**src/rtl/seg7_scan_if.sv**
```systemverilog
`default_nettype none
// ============================================================================
// Module   : seg7_scan_if
// Purpose  : Bundles the display-driver host controls (enable, load strobe,
//            BCD/decimal-point data, blanking mode) together with the board
//            pin outputs and status flags of seg7_scan_driver.
// Ports    : master modport - host side, drives the controls and reads pins/status
//            slave  modport - seg7_scan_driver side
// Revision : 1.0 - initial release
// ============================================================================
interface seg7_scan_if #(
  parameter int NUM_DIGITS = 4
);
  localparam int IDX_W = $clog2(NUM_DIGITS);

  logic                    enable;
  logic                    load;
  logic [4*NUM_DIGITS-1:0] bcd_in;
  logic [NUM_DIGITS-1:0]   dp_in;
  logic                    blank_lz;
  logic [NUM_DIGITS-1:0]   anode;
  logic [6:0]              seg;
  logic                    dp;
  logic [3:0]              led_bcd;
  logic [IDX_W-1:0]        digit_idx;
  logic                    pending;
  logic                    frame_tick;

  modport master (
    output enable, load, bcd_in, dp_in, blank_lz,
    input  anode, seg, dp, led_bcd, digit_idx, pending, frame_tick
  );

  modport slave (
    input  enable, load, bcd_in, dp_in, blank_lz,
    output anode, seg, dp, led_bcd, digit_idx, pending, frame_tick
  );
endinterface
`default_nettype wire

```
**src/rtl/seg7_scan_driver.sv**
```systemverilog
`default_nettype none
// ============================================================================
// Module   : seg7_scan_driver
// Purpose  : Time-multiplexed N-digit seven-segment driver. Owns the slot
//            counter, anode scan, digit select and segment decode. Data is
//            double-buffered so a new value only appears at a frame boundary,
//            each slot opens with an all-dark guard interval against ghosting,
//            and leading zeros can be blanked.
// Ports    : clk, rst_n (synchronous, active-low)
//            bus.slave : enable, load, bcd_in, dp_in, blank_lz in;
//                        anode, seg, dp (active-low pins), led_bcd, digit_idx,
//                        pending, frame_tick out
// Revision : 1.0 - initial release
// ============================================================================
module seg7_scan_driver #(
  parameter int NUM_DIGITS   = 4,
  parameter int REFRESH_DIV  = 100000,
  parameter int GUARD_CYCLES = 500
) (
  input  logic        clk,
  input  logic        rst_n,
  seg7_scan_if.slave  bus
);
  localparam int IDX_W = $clog2(NUM_DIGITS);
  localparam int CNT_W = (REFRESH_DIV > 1) ? $clog2(REFRESH_DIV) : 1;
  localparam logic [CNT_W-1:0] CNT_MAX = CNT_W'(REFRESH_DIV - 1);
  localparam logic [CNT_W-1:0] GUARD   = CNT_W'(GUARD_CYCLES);
  localparam logic [IDX_W-1:0] IDX_MAX = IDX_W'(NUM_DIGITS - 1);

  // Scan state
  logic [CNT_W-1:0]        r_cnt;
  logic [IDX_W-1:0]        r_idx;
  // Active (displayed) and pending (waiting for frame boundary) buffers
  logic [4*NUM_DIGITS-1:0] r_act_bcd, r_pend_bcd;
  logic [NUM_DIGITS-1:0]   r_act_dp, r_pend_dp;
  logic                    r_pend_flag;
  // Registered pin drivers
  logic [NUM_DIGITS-1:0]   r_anode;
  logic [6:0]              r_seg;
  logic                    r_dp;
  logic [3:0]              r_led_bcd;

  logic                    w_frame_tick;
  logic                    w_commit;
  logic                    w_in_guard;
  logic [NUM_DIGITS-1:0]   w_zero_above;
  logic [3:0]              w_sel_bcd;
  logic                    w_sel_dp;
  logic                    w_sel_blank;

  function automatic logic [6:0] seg_decode(input logic [3:0] nib);
    case (nib)
      4'd0:    seg_decode = 7'h40;
      4'd1:    seg_decode = 7'h79;
      4'd2:    seg_decode = 7'h24;
      4'd3:    seg_decode = 7'h30;
      4'd4:    seg_decode = 7'h19;
      4'd5:    seg_decode = 7'h12;
      4'd6:    seg_decode = 7'h02;
      4'd7:    seg_decode = 7'h78;
      4'd8:    seg_decode = 7'h00;
      4'd9:    seg_decode = 7'h10;
      default: seg_decode = 7'h3F;  // non-BCD nibble shows a minus sign
    endcase
  endfunction

  assign w_frame_tick = bus.enable && (r_cnt == CNT_MAX) && (r_idx == IDX_MAX);
  // While disabled the display is dark anyway, so buffered data is committed
  // immediately rather than waiting for a boundary that will never come.
  assign w_commit     = w_frame_tick || !bus.enable;
  assign w_in_guard   = (r_cnt < GUARD);

  // w_zero_above[k] = every digit from k up to the MSD is zero. Digit 0 is
  // never blanked so a value of zero still shows a single "0".
  always_comb begin
    logic zero_run;
    zero_run     = 1'b1;
    w_zero_above = '0;
    for (int k = NUM_DIGITS - 1; k > 0; k--) begin
      zero_run        = zero_run && (r_act_bcd[4*k +: 4] == 4'd0);
      w_zero_above[k] = zero_run;
    end
  end

  always_comb begin
    w_sel_bcd   = 4'd0;
    w_sel_dp    = 1'b0;
    w_sel_blank = 1'b0;
    for (int k = 0; k < NUM_DIGITS; k++) begin
      if (r_idx == IDX_W'(k)) begin
        w_sel_bcd   = r_act_bcd[4*k +: 4];
        w_sel_dp    = r_act_dp[k];
        w_sel_blank = bus.blank_lz && w_zero_above[k];
      end
    end
  end

  // Slot counter and digit index
  always_ff @(posedge clk) begin
    if (!rst_n) begin
      r_cnt <= '0;
      r_idx <= '0;
    end else if (!bus.enable) begin
      r_cnt <= '0;
      r_idx <= '0;
    end else if (r_cnt == CNT_MAX) begin
      r_cnt <= '0;
      r_idx <= (r_idx == IDX_MAX) ? '0 : r_idx + 1'b1;
    end else begin
      r_cnt <= r_cnt + 1'b1;
    end
  end

  // Double buffer: a load landing on a commit cycle bypasses the pending stage
  always_ff @(posedge clk) begin
    if (!rst_n) begin
      r_act_bcd   <= '0;
      r_act_dp    <= '0;
      r_pend_bcd  <= '0;
      r_pend_dp   <= '0;
      r_pend_flag <= 1'b0;
    end else if (bus.load && w_commit) begin
      r_act_bcd   <= bus.bcd_in;
      r_act_dp    <= bus.dp_in;
      r_pend_flag <= 1'b0;
    end else if (bus.load) begin
      r_pend_bcd  <= bus.bcd_in;
      r_pend_dp   <= bus.dp_in;
      r_pend_flag <= 1'b1;
    end else if (r_pend_flag && w_commit) begin
      r_act_bcd   <= r_pend_bcd;
      r_act_dp    <= r_pend_dp;
      r_pend_flag <= 1'b0;
    end
  end

  // Pin drivers, registered one cycle behind the scan state
  always_ff @(posedge clk) begin
    if (!rst_n) begin
      r_anode   <= '1;
      r_seg     <= 7'h7F;
      r_dp      <= 1'b1;
      r_led_bcd <= 4'd0;
    end else begin
      r_led_bcd <= bus.enable ? w_sel_bcd : 4'd0;
      if (!bus.enable || w_in_guard) begin
        r_anode <= '1;
        r_seg   <= 7'h7F;
        r_dp    <= 1'b1;
      end else begin
        r_anode <= ~(NUM_DIGITS'(1) << r_idx);
        r_seg   <= w_sel_blank ? 7'h7F : seg_decode(w_sel_bcd);
        r_dp    <= ~w_sel_dp;
      end
    end
  end

  assign bus.anode      = r_anode;
  assign bus.seg        = r_seg;
  assign bus.dp         = r_dp;
  assign bus.led_bcd    = r_led_bcd;
  assign bus.digit_idx  = r_idx;
  assign bus.pending    = r_pend_flag;
  assign bus.frame_tick = w_frame_tick;
endmodule
`default_nettype wire
```
**src/flat_wrapper.sv**
```systemverilog
// flat-port wrapper written by rule: the top's interface ports become plain ports
module seg7_scan_driver_flat 
#(
  parameter int NUM_DIGITS   = 4,
  parameter int REFRESH_DIV  = 100000,
  parameter int GUARD_CYCLES = 500
)
  (clk, rst_n, bus_enable, bus_load, bus_bcd_in, bus_dp_in, bus_blank_lz, bus_anode, bus_seg, bus_dp, bus_led_bcd, bus_digit_idx, bus_pending, bus_frame_tick);
  seg7_scan_if #(.NUM_DIGITS(NUM_DIGITS)) bus_i ();
  input  logic clk;
  input  logic rst_n;
  input wire logic [$bits(bus_i.enable)-1:0] bus_enable;
  input wire logic [$bits(bus_i.load)-1:0] bus_load;
  input wire logic [$bits(bus_i.bcd_in)-1:0] bus_bcd_in;
  input wire logic [$bits(bus_i.dp_in)-1:0] bus_dp_in;
  input wire logic [$bits(bus_i.blank_lz)-1:0] bus_blank_lz;
  output wire logic [$bits(bus_i.anode)-1:0] bus_anode;
  output wire logic [$bits(bus_i.seg)-1:0] bus_seg;
  output wire logic [$bits(bus_i.dp)-1:0] bus_dp;
  output wire logic [$bits(bus_i.led_bcd)-1:0] bus_led_bcd;
  output wire logic [$bits(bus_i.digit_idx)-1:0] bus_digit_idx;
  output wire logic [$bits(bus_i.pending)-1:0] bus_pending;
  output wire logic [$bits(bus_i.frame_tick)-1:0] bus_frame_tick;
  assign bus_i.enable = bus_enable;
  assign bus_i.load = bus_load;
  assign bus_i.bcd_in = bus_bcd_in;
  assign bus_i.dp_in = bus_dp_in;
  assign bus_i.blank_lz = bus_blank_lz;
  assign bus_anode = bus_i.anode;
  assign bus_seg = bus_i.seg;
  assign bus_dp = bus_i.dp;
  assign bus_led_bcd = bus_i.led_bcd;
  assign bus_digit_idx = bus_i.digit_idx;
  assign bus_pending = bus_i.pending;
  assign bus_frame_tick = bus_i.frame_tick;
  seg7_scan_driver #(.NUM_DIGITS(NUM_DIGITS), .REFRESH_DIV(REFRESH_DIV), .GUARD_CYCLES(GUARD_CYCLES)) u_core (.clk(clk), .rst_n(rst_n), .bus(bus_i));
endmodule
```
**config.mk**
```make
export PLATFORM = sky130hd
export DESIGN_NAME = seg7_scan_driver_flat
export DESIGN_NICKNAME = d
export VERILOG_FILES = /design/src/rtl/seg7_scan_if.sv /design/src/rtl/seg7_scan_driver.sv /design/src/flat_wrapper.sv
export SDC_FILE = /design/constraint.sdc
export NUM_CORES = 1
export LEC_CHECK = 0
export CAP_MARGIN = 20
export CORE_UTILIZATION = 40
export CTS_BUF_LIST = sky130_fd_sc_hd__clkbuf_8 sky130_fd_sc_hd__clkbuf_16
export DETAILED_ROUTE_END_ITERATION = 16
export GPL_ROUTABILITY_DRIVEN = 0
export HOLD_SLACK_MARGIN = 0.15
export SLEW_MARGIN = 30
export SYNTH_ARGS = -nofsm -noshare
export SYNTH_HDL_FRONTEND = slang
export SYNTH_SLANG_ARGS = --single-unit
```
**constraint.sdc**
```tcl
create_clock -name clk -period 3.45 [get_ports clk]
set_input_delay 0.345 -clock clk [delete_from_list [all_inputs] [get_ports clk]]
set_output_delay 0.345 -clock clk [all_outputs]
set_load 0.1 [all_outputs]
```
; After elaboration in Yosys (flattened, before gate mapping)
; Memories as Yosys holds them, arrays and structs flattened. A register that Yosys moved wholly into a read port is not among the register bits.
; Index checks and enable logic that the tools add are counted.
[totals]
register_bits = 69
romBits = 112
inputBits = 25
out_inout_bits = 20
wordCells = 70
n_memories = 1
[classes]
n_addsub = 2
magnitude_cmp = 1
n_eq_ne = 5
n_shift = 1
muxes = 20
bitwise_logic = 5
reduce_logical = 25
[mem_list]
columns = name, words, word_bits, rd, rd_ports_with_merged_regs, wr, line_no
row1 = (no name shown), 16, 7, 1, 1, 0, seg7_scan_driver.sv:52  ; case (nib)
[ops]
columns = cell, n
row1 = two-way mux 16 bit, 3
row2 = two-way mux 4 bit, 7
row3 = adder 17 x 1 -> 17 bit (second input constant), 1
row4 = == test 17 bit (second input constant), 1
row5 = less-than comparator 17 x 9 -> 1 bit (second input constant), 1
row6 = zero test 4 bit, 3
row7 = logical AND 1 bit, 9
row8 = two-way mux 1 bit, 9
row9 = AND reduction 2 bit, 3
row10 = OR reduction 3 bit, 2
row11 = == test 2 bit (second input constant), 2
row12 = NOT 1 bit, 4
row13 = NOT 4 bit, 1
row14 = nonzero test 2 bit, 2
row15 = OR reduction 2 bit, 2
row16 = left shift 1 x 2 -> 4 bit (first input constant), 1
row17 = adder 2 x 1 -> 2 bit (second input constant), 1
row18 = == test 2 x 1 -> 1 bit (second input constant), 1
row19 = zero test 2 bit, 1
row20 = logical OR 1 bit, 2
row21 = two-way mux 2 bit, 1
row22 = inequality test 2 x 1 -> 1 bit (second input constant), 1
row23 = zero test 1 bit, 1

; Depth between registers and ports, before layout
[logic_depth]
depth_word = 8
depth_mapped = 10

; Least setup slack after synthesis
; OpenSTA, ideal clock, no wires.
[synth_timing]
path_type = register to register
start = reg u_core.r_idx[0], in the netlist u_core.bus.digit_idx[0]
end = reg u_core.r_seg[0], in the netlist u_core.bus.seg[0]
setup_ns = 0.069
t_arrival_ns = 2.848
setup_slack_ns = 0.533
stages_incl_launch_ff = 11
path_buffers = 1
synth_period_minus_slack_ns = 2.917
cell_sequence = dfxtp_1 inv_1 ha_1 buf_2 a211oi_1 a211oi_2 inv_1 ha_1 or3b_1 o221a_1 o21ai_1
[synth_between]
elab_chain_len = 5
[synth_lines]
columns = item, line_no
row1 = start: declaration, seg7_scan_driver.sv:32  ; logic [IDX_W-1:0] r_idx;
row2 = start signal: assignment, seg7_scan_driver.sv:108  ; r_idx <= (r_idx == IDX_MAX) ? '0 : r_idx + 1'b1;
row3 = zero test 2 bit, seg7_scan_driver.sv:90  ; if (r_idx == IDX_W'(k)) begin
row4 = two-way mux 4 bit (3 in a row), seg7_scan_driver.sv:90
row5 = two-way mux 4 bit *, seg7_scan_driver.sv:90
row6 = named net u_core.w_sel_bcd[1], seg7_scan_driver.sv:47  ; logic [3:0] w_sel_bcd;
row7 = end: declaration, seg7_scan_driver.sv:39  ; logic [6:0] r_seg;
; Mark *: on every way through the listed nets, which the timed path passes. The rest lies on a longest branch.
; A chain may end at the register's enable or synchronous reset.

; Worst setup path after layout
; Same ends and word-level chain as after synthesis.

==> flow_summary.json <==
{
  "status": "finished, final reports clean",
  "fin_worst_skew_ns": 0.00701,
  "max_cap_violations": 0,
  "multi_input_area_um2": 1940,
  "hold_viol": 0,
  "final-setup-viol-count": 0,
  "syn-cell-area_um2": 3640,
  "path_max_fanout": 23,
  "antenna_found_initial": 0,
  "fin_crit_sh_pct": 74.0,
  "nFillCells": 862,
  "worst-r2r-setup-slack_ns": 0.90,
  "reg2regPathDepth": 8,
  "area_growth_pct": 18.7,
  "worst-endpoint-arrival_ns": 2.76,
  "drc": 0,
  "max_freq_mhz": 392,
  "worstPathRequired_ns": 3.66,
  "worst_pin_slew_ns": 0.980,
  "setup_ws_ns": 0.896,
  "vias": 3035,
  "core_um2": 8760,
  "end_kind": "flop",
  "wl_per_cell_um": 13.8,
  "avgSynthCellArea_um2": 8.54,
  "cts_buffer_depth": 2,
  "synthCells": 426,
  "hold_path_depth": 2,
  "drt_iter0_markers": 139,
  "final-seq-area_um2": 1520,
  "rsz0062_at_grt": "false",
  "cts.reportedPaths.clkPinSlew_ns": 0.08,
  "post-cts-setup-buffers": 0,
  "irDropWorstVdd_mv": 0.238,
  "die-area_um2": 9480,
  "grt_pass1_vias": 2913,
  "power_density_nw_per_um2": 441,
  "hpwl_um": 5480,
  "initial_core_util_pct": 41.5,
  "diodes": 0,
  "grtUsageTotal_pct": 17.6,
  "die_h_um": 97.4,
  "wl_um": 7840,
  "p_leak_nw": 1.62,
  "finalSetupTns_ns": 0,
  "first_pass_iters": 4,
  "cts_hold_buf": 0,
  "fin_cells": 568,
  "post_cts_resized": 0,
  "hold_path_class": "reg -> reg",
  "async_reset_ff_share_pct": 0,
  "clk_latency_ns": 0.34,
  "synth.lib_cells_used.distinct": 49,
  "rr_endpoint": "u_core.bus.seg[0]",
  "synth_ff_type": "dfxtp_1",
  "seq_area_frac_synth_pct": 41.8,
  "hp-start": "u_core.r_pend_bcd[7]",
  "cts_tree": "built",
  "synth-edff-count": 0,
  "nNetsFinal": 491,
  "startpoint_type": "flop",
  "cts.sinks": 76,
  "reg2reg_from": "u_core.bus.digit_idx[0]",
  "period_needed_ns": 2.55,
  "ys_seq_elements": 76,
  "synthesis.nets": 461,
  "grt_start_max_net_pins": 54,
  "cts.root.buffer_cell": "clkbuf_8",
  "htreeDepth": 3,
  "viasPerCell": 5.34,
  "pin_count": 45,
  "drive_gt1_share_pct": 6.52,
  "slew_viol_final": 0,
  "crit_type": "reg -> reg",
  "io_buffers": 44,
  "synth_warnings": 0,
  "die_w_um": 97.4,
  "numCtsBuffers": 9,
  "grt_pass1_wl_um": 13600,
  "ant_nets": 0,
  "dpl.cell_count": 553,
  "dp_slack_ns": 0.908,
  "relSlewSlack_pct": 34.5,
  "hold_end": "u_core.r_pend_bcd[7]",
  "grt_overflow": 0,
  "num_rows": 34
}
[cells in the final DEF (no fill, tap or decap), drive strengths merged, types with 2 or more instances in the layout]
| cell type | netlist | routed |
|---|---|---|
| and3 | 2 | 2 |
| buf | 15 | 6 |
| a221oi | 2 | 2 |
| nand2 | 110 | 110 |
| clkdlybuf4s50 | 0 | 42 |
| or3 | 3 | 3 |
| a21oi | 7 | 7 |
| and4 | 6 | 6 |
| nand4 | 8 | 8 |
| xor2 | 12 | 12 |
| nand3b | 4 | 4 |
| bufinv | 0 | 3 |
| o211a | 2 | 2 |
| dfxtp | 76 | 76 |
| a211oi | 8 | 8 |
| nor4 | 5 | 5 |
| ha | 10 | 10 |
| nor3 | 2 | 2 |
| o22ai | 21 | 21 |
| clkbuf | 14 | 10 |
| a22o | 12 | 12 |
| nor2b | 7 | 7 |
| nor3b | 4 | 4 |
| a21boi | 2 | 2 |
| mux2i | 20 | 20 |
| o21ai | 18 | 18 |
| o221ai | 2 | 2 |
| inv | 6 | 7 |
| and2 | 4 | 4 |
| a211o | 4 | 4 |
| nor2 | 24 | 24 |
| nand3 | 7 | 7 |
[sequential cells by signal (all words and copies together) (netlist names)]
name,count
u_core.r_act_dp,4
u_core.r_pend_bcd,16
u_core.bus.anode,4
u_core.bus.dp,1
u_core.r_act_bcd,16
u_core.bus.led_bcd,4
u_core.r_cnt,17
u_core.bus.digit_idx,2
u_core.bus.pending,1
u_core.r_pend_dp,4
u_core.bus.seg,7
[cell usage after synthesis (3+ instances only)]
cell type | instances | area (µm²)
nand3_1 | 6 | 30.0
nor2b_1 | 7 | 43.8
a211oi_2 | 3 | 37.5
nand2_1 | 110 | 413
dfxtp_1 | 76 | 1520
clkbuf_1 | 14 | 52.6
and2_1 | 4 | 25.0
buf_6 | 4 | 45.0
o21ai_0 | 13 | 65.1
a211o_1 | 4 | 35.0
o21ai_1 | 5 | 25.0
o22ai_1 | 21 | 131
xor2_1 | 12 | 105
nor3b_1 | 4 | 30.0
a22o_1 | 12 | 105
or3_1 | 3 | 18.8
nor4_1 | 4 | 25.0
a21oi_1 | 6 | 30.0
nand3b_1 | 4 | 30.0
mux2i_1 | 20 | 200
nand4_1 | 7 | 43.8
nor2_1 | 24 | 90.1
and4_1 | 5 | 43.8
a211oi_1 | 5 | 37.5
ha_1 | 10 | 125
buf_2 | 9 | 45.0
inv_1 | 6 | 22.5
[per-layer routing]
layer  share of wire (%)  global-route usage [%]
met1                  52                    23.8
met4                 1.5                    7.69
met2                  43                    27.2
met5                   0                       0
met3                 3.9                    3.31
[layout make-up]
cell class / instances / share of cell area (%)
multi-input cells: 315 / 44.8
flip-flops and latches: 76 / 35.2
repair buffers: 48 / 10.7
clock buffers: 10 / 3.19
well taps: 108 / 3.13
clock inverters: 5 / 2.35
inverters: 6 / 0.522
[where the power goes]
group | switching [mW] | total (mW) | internal [mW] | leakage, nW
Combinational | 0.0947 | 0.171 | 0.0759 | 0.880
Clock | 0.318 | 0.812 | 0.494 | 0.120
Sequential | 0.0187 | 0.922 | 0.903 | 0.618
Total | 0.431 | 1.90 | 1.47 | 1.62
[critical path, stage by stage, from the launching register on]
cell,delay [ns]
dfxtp_1,0.42
ha_1,0.66
a211oi_1,0.12
a211oi_2,0.46
inv_1,0.17
ha_1,0.21
or3b_1,0.15
o221a_1,0.17
o21ai_1,0.05
[logic make-up after synthesis]
family	synth area share (%)
AOI/OAI and AO/OA	15.8
xor gates and xnor gates	3.13
adders and majority gates	3.44
buffers and inverters	4.95
DFF	41.8
muxes	5.50
and+or+nand+nor	25.3
[worst max-delay path by stage]
stage	from	end	slack, ns	cells after the start
2_1_floorplan	u_core.bus.digit_idx[0]	u_core.bus.seg[0]	0.53	10
3_3_place_gp	u_core.bus.digit_idx[0]	u_core.bus.seg[0]	1.06	8
3_5_place_dp	u_core.bus.digit_idx[0]	u_core.bus.seg[0]	0.91	8
4_1_cts	u_core.bus.pending	bus_pending	0.87	1
5_1_grt	u_core.bus.digit_idx[0]	u_core.bus.seg[0]	0.64	8
6_report	u_core.bus.digit_idx[0]	u_core.bus.seg[0]	0.90	8
[through the flow]
step	utilization (%)	total power [mW]	hold slack, ns	cell area, µm²
after floorplan	-	1.06	0.426	3640
after global placement	46.5	1.11	0.439	4080
after detailed placement	46.5	1.11	0.447	4080
after CTS	49.3	1.93	0.460	4320
after global routing	49.3	1.99	0.490	4320
final	49.3	1.90	0.457	4320
Power figures use the tool's default switching activity.
